===== src/rtl/decision_run_sequencer_pkg.sv =====
// Shared definitions for the decision run sequencer.
//   state_e   : sequencer FSM state encoding
//   CLS_*     : one-hot class codes used by the classifier core and the LEDs
package decision_run_sequencer_pkg;

  typedef enum logic [2:0] {
    ST_IDLE   = 3'd0,
    ST_LAUNCH = 3'd1,
    ST_WAIT   = 3'd2,
    ST_RECORD = 3'd3,
    ST_FINISH = 3'd4
  } state_e;

  localparam logic [2:0] CLS_FILTER   = 3'b100;
  localparam logic [2:0] CLS_AIR      = 3'b010;
  localparam logic [2:0] CLS_ESPRESSO = 3'b001;
  localparam logic [2:0] CLS_NONE     = 3'b000;

endpackage


===== src/rtl/decision_majority_vote.sv =====
// Majority vote over the three per-class tallies.
//   cnt_filter_i, cnt_air_i, cnt_espresso_i : class tallies
//   cls_o                                   : winning class code, CLS_NONE if all zero
// Ties resolve filter > air > espresso.
module decision_majority_vote
  import decision_run_sequencer_pkg::*;
#(
  parameter int CNT_W = 10
) (
  input  logic [CNT_W-1:0] cnt_filter_i,
  input  logic [CNT_W-1:0] cnt_air_i,
  input  logic [CNT_W-1:0] cnt_espresso_i,
  output logic [2:0]       cls_o
);

  always_comb begin
    cls_o = CLS_NONE;
    if ((cnt_filter_i == '0) && (cnt_air_i == '0) && (cnt_espresso_i == '0)) begin
      cls_o = CLS_NONE;
    end else if ((cnt_filter_i >= cnt_air_i) && (cnt_filter_i >= cnt_espresso_i)) begin
      cls_o = CLS_FILTER;
    end else if (cnt_air_i >= cnt_espresso_i) begin
      // filter has already lost to at least one of the other two here
      cls_o = CLS_AIR;
    end else begin
      cls_o = CLS_ESPRESSO;
    end
  end

endmodule


===== src/rtl/decision_run_sequencer.sv =====
// Runs the classifier core over every stored sample, tallies the results and
// reports a majority class.
//   clk, rst                : clock, synchronous active-low reset
//   run_i, abort_i          : rising edge of run_i starts a run; abort_i cancels it
//   core_start_o/_index_o   : start pulse and sample index to the core
//   core_done_i/_class_i    : completion pulse and one-hot class from the core
//   busy_o, done_o          : run in progress / run-complete pulse (FINISH cycle)
//   led_o                   : majority class, valid the cycle after done_o
//   cnt_*_o, err_o          : per-class tallies, invalid/timeout flag for the run
//
// state  | meaning
// IDLE   | waiting for a run_i rising edge
// LAUNCH | core_start_o high for START_LEN cycles
// WAIT   | waiting for core_done_i, bounded by TIMEOUT cycles
// RECORD | tally the latched class, advance index
// FINISH | register majority class, pulse done_o
module decision_run_sequencer
  import decision_run_sequencer_pkg::*;
#(
  parameter int N_SAMPLES = 461,
  parameter int IDX_W     = 12,
  parameter int CNT_W     = 10,
  parameter int START_LEN = 3,
  parameter int TIMEOUT   = 100
) (
  input  logic             clk,
  input  logic             rst,
  input  logic             run_i,
  input  logic             abort_i,
  output logic             core_start_o,
  output logic [IDX_W-1:0] core_index_o,
  input  logic             core_done_i,
  input  logic [2:0]       core_class_i,
  output logic             busy_o,
  output logic             done_o,
  output logic [2:0]       led_o,
  output logic [CNT_W-1:0] cnt_filter_o,
  output logic [CNT_W-1:0] cnt_air_o,
  output logic [CNT_W-1:0] cnt_espresso_o,
  output logic [CNT_W-1:0] cnt_invalid_o,
  output logic             err_o
);

  localparam int SL_W = $clog2(START_LEN + 1);
  localparam int TM_W = $clog2(TIMEOUT + 1);

  state_e           state_q;
  logic             run_prev_q;
  logic [IDX_W-1:0] idx_q;
  logic [SL_W-1:0]  start_cnt_q;
  logic [TM_W-1:0]  timer_q;
  logic [2:0]       cls_q;
  logic             core_start_q;
  logic             busy_q;
  logic             done_q;
  logic [2:0]       led_q;
  logic [CNT_W-1:0] cnt_filter_q;
  logic [CNT_W-1:0] cnt_air_q;
  logic [CNT_W-1:0] cnt_espresso_q;
  logic [CNT_W-1:0] cnt_invalid_q;
  logic             err_q;
  logic [2:0]       led_d;
  logic             run_rise;

  assign run_rise = run_i & ~run_prev_q;

  decision_majority_vote #(.CNT_W(CNT_W)) u_vote (
    .cnt_filter_i   (cnt_filter_q),
    .cnt_air_i      (cnt_air_q),
    .cnt_espresso_i (cnt_espresso_q),
    .cls_o          (led_d)
  );

  always_ff @(posedge clk) begin
    if (!rst) begin
      state_q        <= ST_IDLE;
      run_prev_q     <= 1'b0;
      idx_q          <= '0;
      start_cnt_q    <= '0;
      timer_q        <= '0;
      cls_q          <= CLS_NONE;
      core_start_q   <= 1'b0;
      busy_q         <= 1'b0;
      done_q         <= 1'b0;
      led_q          <= CLS_NONE;
      cnt_filter_q   <= '0;
      cnt_air_q      <= '0;
      cnt_espresso_q <= '0;
      cnt_invalid_q  <= '0;
      err_q          <= 1'b0;
    end else begin
      run_prev_q <= run_i;
      done_q     <= 1'b0;
      if (abort_i && (state_q != ST_IDLE)) begin
        // partial tallies and led_q are deliberately left intact
        state_q      <= ST_IDLE;
        core_start_q <= 1'b0;
        busy_q       <= 1'b0;
      end else begin
        case (state_q)
          ST_IDLE: begin
            if (run_rise) begin
              state_q        <= ST_LAUNCH;
              idx_q          <= '0;
              start_cnt_q    <= SL_W'(START_LEN - 1);
              core_start_q   <= 1'b1;
              busy_q         <= 1'b1;
              cnt_filter_q   <= '0;
              cnt_air_q      <= '0;
              cnt_espresso_q <= '0;
              cnt_invalid_q  <= '0;
              err_q          <= 1'b0;
            end
          end
          ST_LAUNCH: begin
            if (start_cnt_q == '0) begin
              state_q      <= ST_WAIT;
              core_start_q <= 1'b0;
              timer_q      <= TM_W'(TIMEOUT - 1);
            end else begin
              start_cnt_q <= start_cnt_q - SL_W'(1);
            end
          end
          ST_WAIT: begin
            // done is checked first so it wins over expiry in the same cycle
            if (core_done_i) begin
              cls_q   <= core_class_i;
              state_q <= ST_RECORD;
            end else if (timer_q == '0) begin
              cls_q   <= CLS_NONE;
              state_q <= ST_RECORD;
            end else begin
              timer_q <= timer_q - TM_W'(1);
            end
          end
          ST_RECORD: begin
            case (cls_q)
              CLS_FILTER:   if (cnt_filter_q != '1) cnt_filter_q <= cnt_filter_q + CNT_W'(1);
              CLS_AIR:      if (cnt_air_q != '1) cnt_air_q <= cnt_air_q + CNT_W'(1);
              CLS_ESPRESSO: if (cnt_espresso_q != '1) cnt_espresso_q <= cnt_espresso_q + CNT_W'(1);
              default: begin
                if (cnt_invalid_q != '1) cnt_invalid_q <= cnt_invalid_q + CNT_W'(1);
                err_q <= 1'b1;
              end
            endcase
            if (idx_q == IDX_W'(N_SAMPLES - 1)) begin
              state_q <= ST_FINISH;
              done_q  <= 1'b1;
            end else begin
              idx_q        <= idx_q + IDX_W'(1);
              state_q      <= ST_LAUNCH;
              start_cnt_q  <= SL_W'(START_LEN - 1);
              core_start_q <= 1'b1;
            end
          end
          ST_FINISH: begin
            // tallies are final only now, so led_o follows done_o by one cycle
            led_q   <= led_d;
            state_q <= ST_IDLE;
            busy_q  <= 1'b0;
          end
          default: begin
            state_q      <= ST_IDLE;
            core_start_q <= 1'b0;
            busy_q       <= 1'b0;
          end
        endcase
      end
    end
  end

  assign core_start_o   = core_start_q;
  assign core_index_o   = idx_q;
  assign busy_o         = busy_q;
  assign done_o         = done_q;
  assign led_o          = led_q;
  assign cnt_filter_o   = cnt_filter_q;
  assign cnt_air_o      = cnt_air_q;
  assign cnt_espresso_o = cnt_espresso_q;
  assign cnt_invalid_o  = cnt_invalid_q;
  assign err_o          = err_q;

endmodule


===== config.mk =====
export PLATFORM = sky130hd
export DESIGN_NAME = decision_run_sequencer
export DESIGN_NICKNAME = d
export VERILOG_FILES = /design/src/rtl/decision_run_sequencer_pkg.sv /design/src/rtl/decision_majority_vote.sv /design/src/rtl/decision_run_sequencer.sv
export SDC_FILE = /design/constraint.sdc
export NUM_CORES = 1
export LEC_CHECK = 0
export ABC_AREA = 1
export CORE_ASPECT_RATIO = 0.6
export CORE_MARGIN = 2
export CORE_UTILIZATION = 56
export DETAILED_ROUTE_END_ITERATION = 10
export GPL_ROUTABILITY_DRIVEN = 0
export PLACE_DENSITY = 0.89
export SLEW_MARGIN = 40
export SYNTH_ARGS = -nofsm -noshare
export SYNTH_HDL_FRONTEND = slang
export SYNTH_SLANG_ARGS = --single-unit
export TNS_END_PERCENT = 1

===== constraint.sdc =====
create_clock -name clk -period 1.96 [get_ports clk]
set_clock_uncertainty 0.15 [all_clocks]
set_input_delay 0.294 -clock clk [delete_from_list [all_inputs] [get_ports clk]]
set_output_delay 0.294 -clock clk [all_outputs]
set_load 0.01 [all_outputs]

==> results of run 1 <==
## how the worst min path moves through the flow
stage              startpoint              to  slack [ns]
5_1_grt        start_cnt_q[1]  start_cnt_q[1]        0.36
6_report       start_cnt_q[1]  start_cnt_q[1]        0.33
4_1_cts        start_cnt_q[1]  start_cnt_q[1]        0.32
2_1_floorplan           run_i      run_prev_q        0.24
3_3_place_gp   start_cnt_q[1]  start_cnt_q[1]        0.30
3_5_place_dp   start_cnt_q[1]  start_cnt_q[1]        0.31
## logic make-up after synthesis
logic type	count (synthesis)	synth area share, %
xor gates and xnor gates	13	2.17
buffers and inverters	120	9.07
DFF	75	28.6
AOI/OAI and AO/OA	93	9.14
adders and majority gates	42	10.0
and+or+nand+nor	499	41.0
## tightest hold or removal path: cells and delay by family, from the launching register on
kind / cells / cell delay, ns
buf+inv: 1 / 0.07
flops: 1 / 0.30
compound gates: 1 / 0.06
## state kept, by name, summed over array words and instances (netlist names), 2 cells and up
register        count
cnt_espresso_o     10
cnt_air_o          10
led_o               3
timer_q             7
cls_q               3
start_cnt_q         2
state_q             3
cnt_filter_o       10
cnt_invalid_o      10
core_index_o       12
## synth_stat cells, drive strengths merged
master / instances / area (sq um)
nand2: 245 / 952
nor2: 145 / 571
inv: 102 / 383
dfxtp: 75 / 1500
a21oi: 64 / 324
nand3: 60 / 320
ha: 42 / 526
o21ai: 24 / 120
nand4: 22 / 150
nor3: 14 / 70.1
xor2: 10 / 87.6
buf: 9 / 60.1
clkbuf: 9 / 33.8
nor3b: 8 / 60.1
or2: 3 / 18.8
xnor2: 3 / 26.3
nand3b: 2 / 15.0
o21bai: 2 / 15.0
a211oi: 1 / 7.51
a21o: 1 / 7.51
a31oi: 1 / 6.26
## routing by layer
metal / vias to the layer above / part of all wire (%) / wire length (um)
met3: 39 / 13 / 2020
met2: 355 / 41 / 6580
met1: 2643 / 45 / 7150
met4: 0 / 1.8 / 290
met5: - / 0 / 0
li1: 2943 / - / -
## repair_timing
action / CTS / global route
endpoints found under the setup margin: 11 / 38
gates cloned: 0 / 1
resized for setup: 1 / 19
pin swaps: 0 / 1
hold buffers: 0 / 0
## per-stage QoR
stage | setup slack, ns | power, uW | setup TNS [ns] | instance area (sq um)
2_1_floorplan | 0.195 | 3830 | 0 | 5260
3_3_place_gp | -0.0122 | 4720 | -0.0698 | 6430
3_5_place_dp | -0.0788 | 4790 | -0.781 | 6430
4_1_cts | 0.00432 | 6320 | 0 | 6700
5_1_grt | -0.0650 | 6880 | -0.282 | 6750
6_report | 0.0400 | 6440 | 0 | 6750
## cell type report
class	instances	area [sq um]	area share (%)
Timing Repair Buffer	125	1110	16.4
Clock buffer	9	225	3.34
Tap cell	130	163	2.41
Inverter	102	385	5.71
Sequential cell	75	1510	22.4
Clock inverter	7	42.5	0.630
Multi-Input combinational cell	648	3320	49.1
## report_power, final
| group | internal (uW) | leakage (uW) | switching (uW) |
|---|---|---|---|
| Sequential | 1700 | 0.000612 | 154 |
| Combinational | 1140 | 0.00219 | 1920 |
| Clock | 851 | 0.000139 | 672 |
| Total | 3690 | 0.00294 | 2750 |
==> summary.md, run 1 <==
| Metric | Value |
|---|---|
| Status | completed |
| Number of buffers added on ports | 66 |
| Antenna violations before repair | 0 |
| Flop-to-flop setup slack | 0.05 ns |
| CTS root buf | clkbuf_16 |
| WL/cell | 14.6 um |
| CP cell instances | clkdlybuf4s50_1 |
| Layout cells sized above 1 | 12.1% |
| First-pass iteration count of the detailed router | 6 |
| WP buf/inv | 1 |
| WP data arrival | 1.48 ns |
| Stages on the worst setup path | 1 |
| # H-tree levels | 3 |
| Clk Latency, worst-skew pair | 0.34 ns |
| Max cap viols | 0 |
| CP Class | reg -> out |
| Top delay family on crit path | buffers and inverters |
| Fin. Hold Viols | 0 |
| Placed Instances | 1079 |
| R2r startpoint | cnt_espresso_o[7] |
| Maximum root-to-sink buffer count | 2 |
| Total congestion overflow | 0 |
| Post-CTS Setup Repair Bufs | 0 |
| Number of global-route vias before repair | 5406 |
| Worst Hold Class | reg -> reg |
| Final nets | about 1k |
| Die W | 129 um |
| Met3 Track Usage GR | 9.97% |
| Finished Core Util | 73.7% |
| Synthesized Nets | just under 900 |
| Synth warnings | 0 |
| Residual DRC | 0 |
| Rel. slew slack | 75.0% |
| Post-DRT Antenna Nets | 0 |
| Initial core utilization | between 50% and 60% |
| Largest net degree at the start of global routing | 26 |
| Via/cell ratio | around 5.5 |
| First-pass GRT wire length | 26.1 mm |
| Busiest layer in global routing | met2 |
| Register area share after synthesis | 28.6% |
| Cell leakage power | about 0.003 uW |
| Die ar. | 10200 sq um |
| Tightest Pin Transition | 0.374 ns |
| Worst flop-to-flop path endpoint | led_o[1] |
| Initial DRC count | between 600 and 700 |
| Synth Cell Area | 5260 sq um |
| Antenna Cells | 0 |
| Final setup fails | 0 |
| Hold path cells | 2 |
| Endpoint class of the critical path | output port |
| Crit path from | cnt_filter_o[6] |
| Total number of vias | 5980 |
| PD cells | around 950 nW/um^2 |
| Worst path required time | between 1.5 and 2 ns |
| Total CTS buffers | 9 |
| Hold_ws | 0.328 ns |
| RSZ-0062 raised after global routing | true |
| Post-Syn Area per Cell | 6.24 sq um |
| Startpoint types | flip-flop |
| Routed wire length | 16.0 mm |
| GRT met1 Usage | 45.6% |
| Met2 Usage GRT | 48.0% |
| DP HPWL | 12.1 mm |
| I/O Pins | 67 |
| Distinct cells, synth | 34 |
| Filler cell count in the final layout | between 700 and 800 |
| CTS tree | built |
| Final Cycle Share | around 98% |
| Final cell count without fillers | 1096 |
| Syn Inst Count | approximately 840 |
| VDD IR max | 633 uV |
| Crit path time final | approximately 1.9 ns |
| FF+latch count, synth | 75 |
| CTS clk-pin slew, worst paths | 0.06 ns |
| CORE AREA | 9160 sq um |
| GRT Util Overall | about a third |
| Die height | 79.0 um |
| Critical path's slowest cell | clkdlybuf4s50_1 |
| Layout area overhead | 28.5% |
| Site Rows | 27 |
| Slowest stage delay, CP | 0.61 ns |
| CP max FO | 7 |
| Worst setup path end | cnt_filter_o[6] |
| Clock Sink Count | 75 |
| Max-slew violations | 0 |
| Reg2reg path depth | 10 |
| Most frequent cells in the layout | nand2_1 (235), nor2_1 (140), inv_1 (96) |
| Most common cell after layout, fill and taps aside | nand2_1 |
| Fmax | 521 MHz |
No activity file was read; power rests on OpenSTA's default activity.
==> run 2: changes to the inputs <==
ABC_CLOCK_PERIOD_IN_PS = 1960   (was unset)
CORE_ASPECT_RATIO = unset   (was 0.6)
GPL_TIMING_DRIVEN = 0   (was unset)
==> summary.md, run 2 (synthesis results as in run 1) <==
| Metric | Value |
|---|---|
| Status | complete, but fails checks |
| Failing checks | setup timing |
| Total congestion overflow | 0 |
| Critical path's slowest cell | clkbuf_1 |
| Hold_ws | 0.317 ns |
| Final setup fails | 2 |
| First-pass GRT wire length | 23.8 mm |
| First-pass iteration count of the detailed router | 6 |
| R2r startpoint | core_index_o[0] |
| Most used cell, CP | clkbuf_1 |
| RSZ-0062 raised after global routing | true |
| DP HPWL | 10.3 mm |
| Placed Instances | 1019 |
| Post-DRT Antenna Nets | 0 |
| Initial DRC count | about 500 |
| Antenna violations before repair | 0 |
| CTS clk-pin slew, worst paths | approximately 0.080 ns |
| Crit path from | rst |
| Residual DRC | 0 |
| Cell leakage power | 0.00266 uW |
| Worst path required time | 2.10 ns |
| Clock Sink Count | 75 |
| CTS tree | built |
| Die ar. | roughly 10000 sq um |
| Startpoint types | input pin |
| CP Class | in -> reg |
| Most frequent cells in the layout | nand2_1 (236), nor2_1 (138), inv_1 (96) |
| WL/cell | around 14 um |
| Post-CTS Setup Repair Bufs | 0 |
| Number of global-route vias before repair | 5041 |
| Worst Hold Class | reg -> reg |
| Site Rows | 35 |
| Max-slew violations | 0 |
| Endpoint class of the critical path | flip-flop |
| Max FFs per register | 12 |
| Fin. Hold Viols | 0 |
| Final WS setup | -0.0146 ns |
| Total number of vias | 5679 |
| Total CTS buffers | 9 |
| Final Cycle Share | 101% |
| Die height | 101 um |
| Initial core utilization | 57.4% |
| Largest net degree at the start of global routing | 14 |
| Clk Latency, worst-skew pair | 0.36 ns |
| Tightest Pin Transition | 0.735 ns |
| # hold bufs at CTS | 0 |
| Most common cell after layout, fill and taps aside | nand2_1 |
| Rel. slew slack | around half |
| Layout cells sized above 1 | ~9% |
| I/O Pins | 67 |
| # H-tree levels | 3 |
| WP data arrival | between 2 and 2.5 ns |
| PD cells | 944 nW/um^2 |
| Hold path start | led_o[1] |
| Max cap viols | 0 |
| Layout area overhead | 21.2% |
| CTS root buf | clkbuf_8 |
| Final cell count without fillers | 1035 |
| Fmax | 506 MHz |
| Slowest stage delay, CP | 0.57 ns |
| Final setup TNS | -0.0220 ns |
| Via/cell ratio | 5.49 |
| CP cell instances | clkdlybuf4s50_1, clkbuf_1, clkbuf_1, nand2_1, nor2_1 |
| Routed wire length | 14.7 mm |
| Maximum root-to-sink buffer count | 2 |
| VDD IR max | 656 uV |
| Die W | 101 um |
| CP max FO | 10 |
| Crit path time final | 1.97 ns |
| Final nets | 969 |
| Number of buffers added on ports | between 60 and 70 |
| Antenna Cells | 0 |
| GRT Util Overall | ~29% |
| CORE AREA | 9150 sq um |
[run 2: cell types whose count changed in the layout (fill, tap and decap cells not counted), sizes merged]
cell and delta:
buf -52, bufinv +2, clkbuf +12, clkinv -5, clkinvlp +2, nand2 -1
[run 2: final cells by class]
cell class | instances | area [sq um]
Fill cell | 731 | 2780
Tap cell | 111 | 139
Timing Repair Buffer | 66 | 661
Inverter | 102 | 385
Clock inverter | 6 | 88.8
Multi-Input combinational cell | 647 | 3330
Clock buffer | 10 | 128
Buffer | 18 | 101
Sequential cell | 75 | 1540
[run 2: per-layer routing]
layer	up-vias	wire, um	share of wire [%]	global-route usage, %
li1	2851	-	-	-
met1	2519	6440	44	40.1
met2	279	6680	46	46.4
met3	30	1230	8.4	4.51
met4	0	312	2.1	11.6
met5	-	0	0	0
[run 2: repair_timing]
action	in CTS	in global routing
pin swaps	0	2
setup endpoints to repair	34	67
resized for setup	6	42
[run 2: worst paths after layout]
kind                endpoint  slack, ns  cells past startpoint
max          cnt_filter_o[1]      -0.01                      5
min                 led_o[1]       0.32                      2
max reg2reg  core_index_o[0]       0.02                      8
min reg2reg         led_o[1]       0.32                      2
[run 2: metrics by stage]
stage	power [uW]	setup WS, ns	util (%)	area (sq um)
6_report	6010	-0.0146	69.6	6370
5_1_grt	6430	-0.0648	69.6	6370
4_1_cts	5880	-0.0292	68.7	6290
3_5_place_dp	4530	-0.278	66.2	6050
3_3_place_gp	4480	-0.223	66.2	6050
2_1_floorplan	3830	0.195	-	5260
[run 2: power breakdown]
part | internal [uW] | switching (uW) | leakage (uW) | total (uW)
clock network | 720 | 633 | 0.000103 | 1350
logic | 968 | 1800 | 0.00194 | 2760
registers | 1700 | 194 | 0.000619 | 1890
[run 2: critical path: cells and delay by family]
kind	cells	cell delay, ns
AND/OR/NAND/NOR	2	0.30
buffers and inverters	3	1.52
==> run 3: changes to the inputs <==
CTS_CLUSTER_SIZE = 10   (was unset)
==> results of run 3 <==
The final DEF is identical to that of run 2; final timing and power are the same.
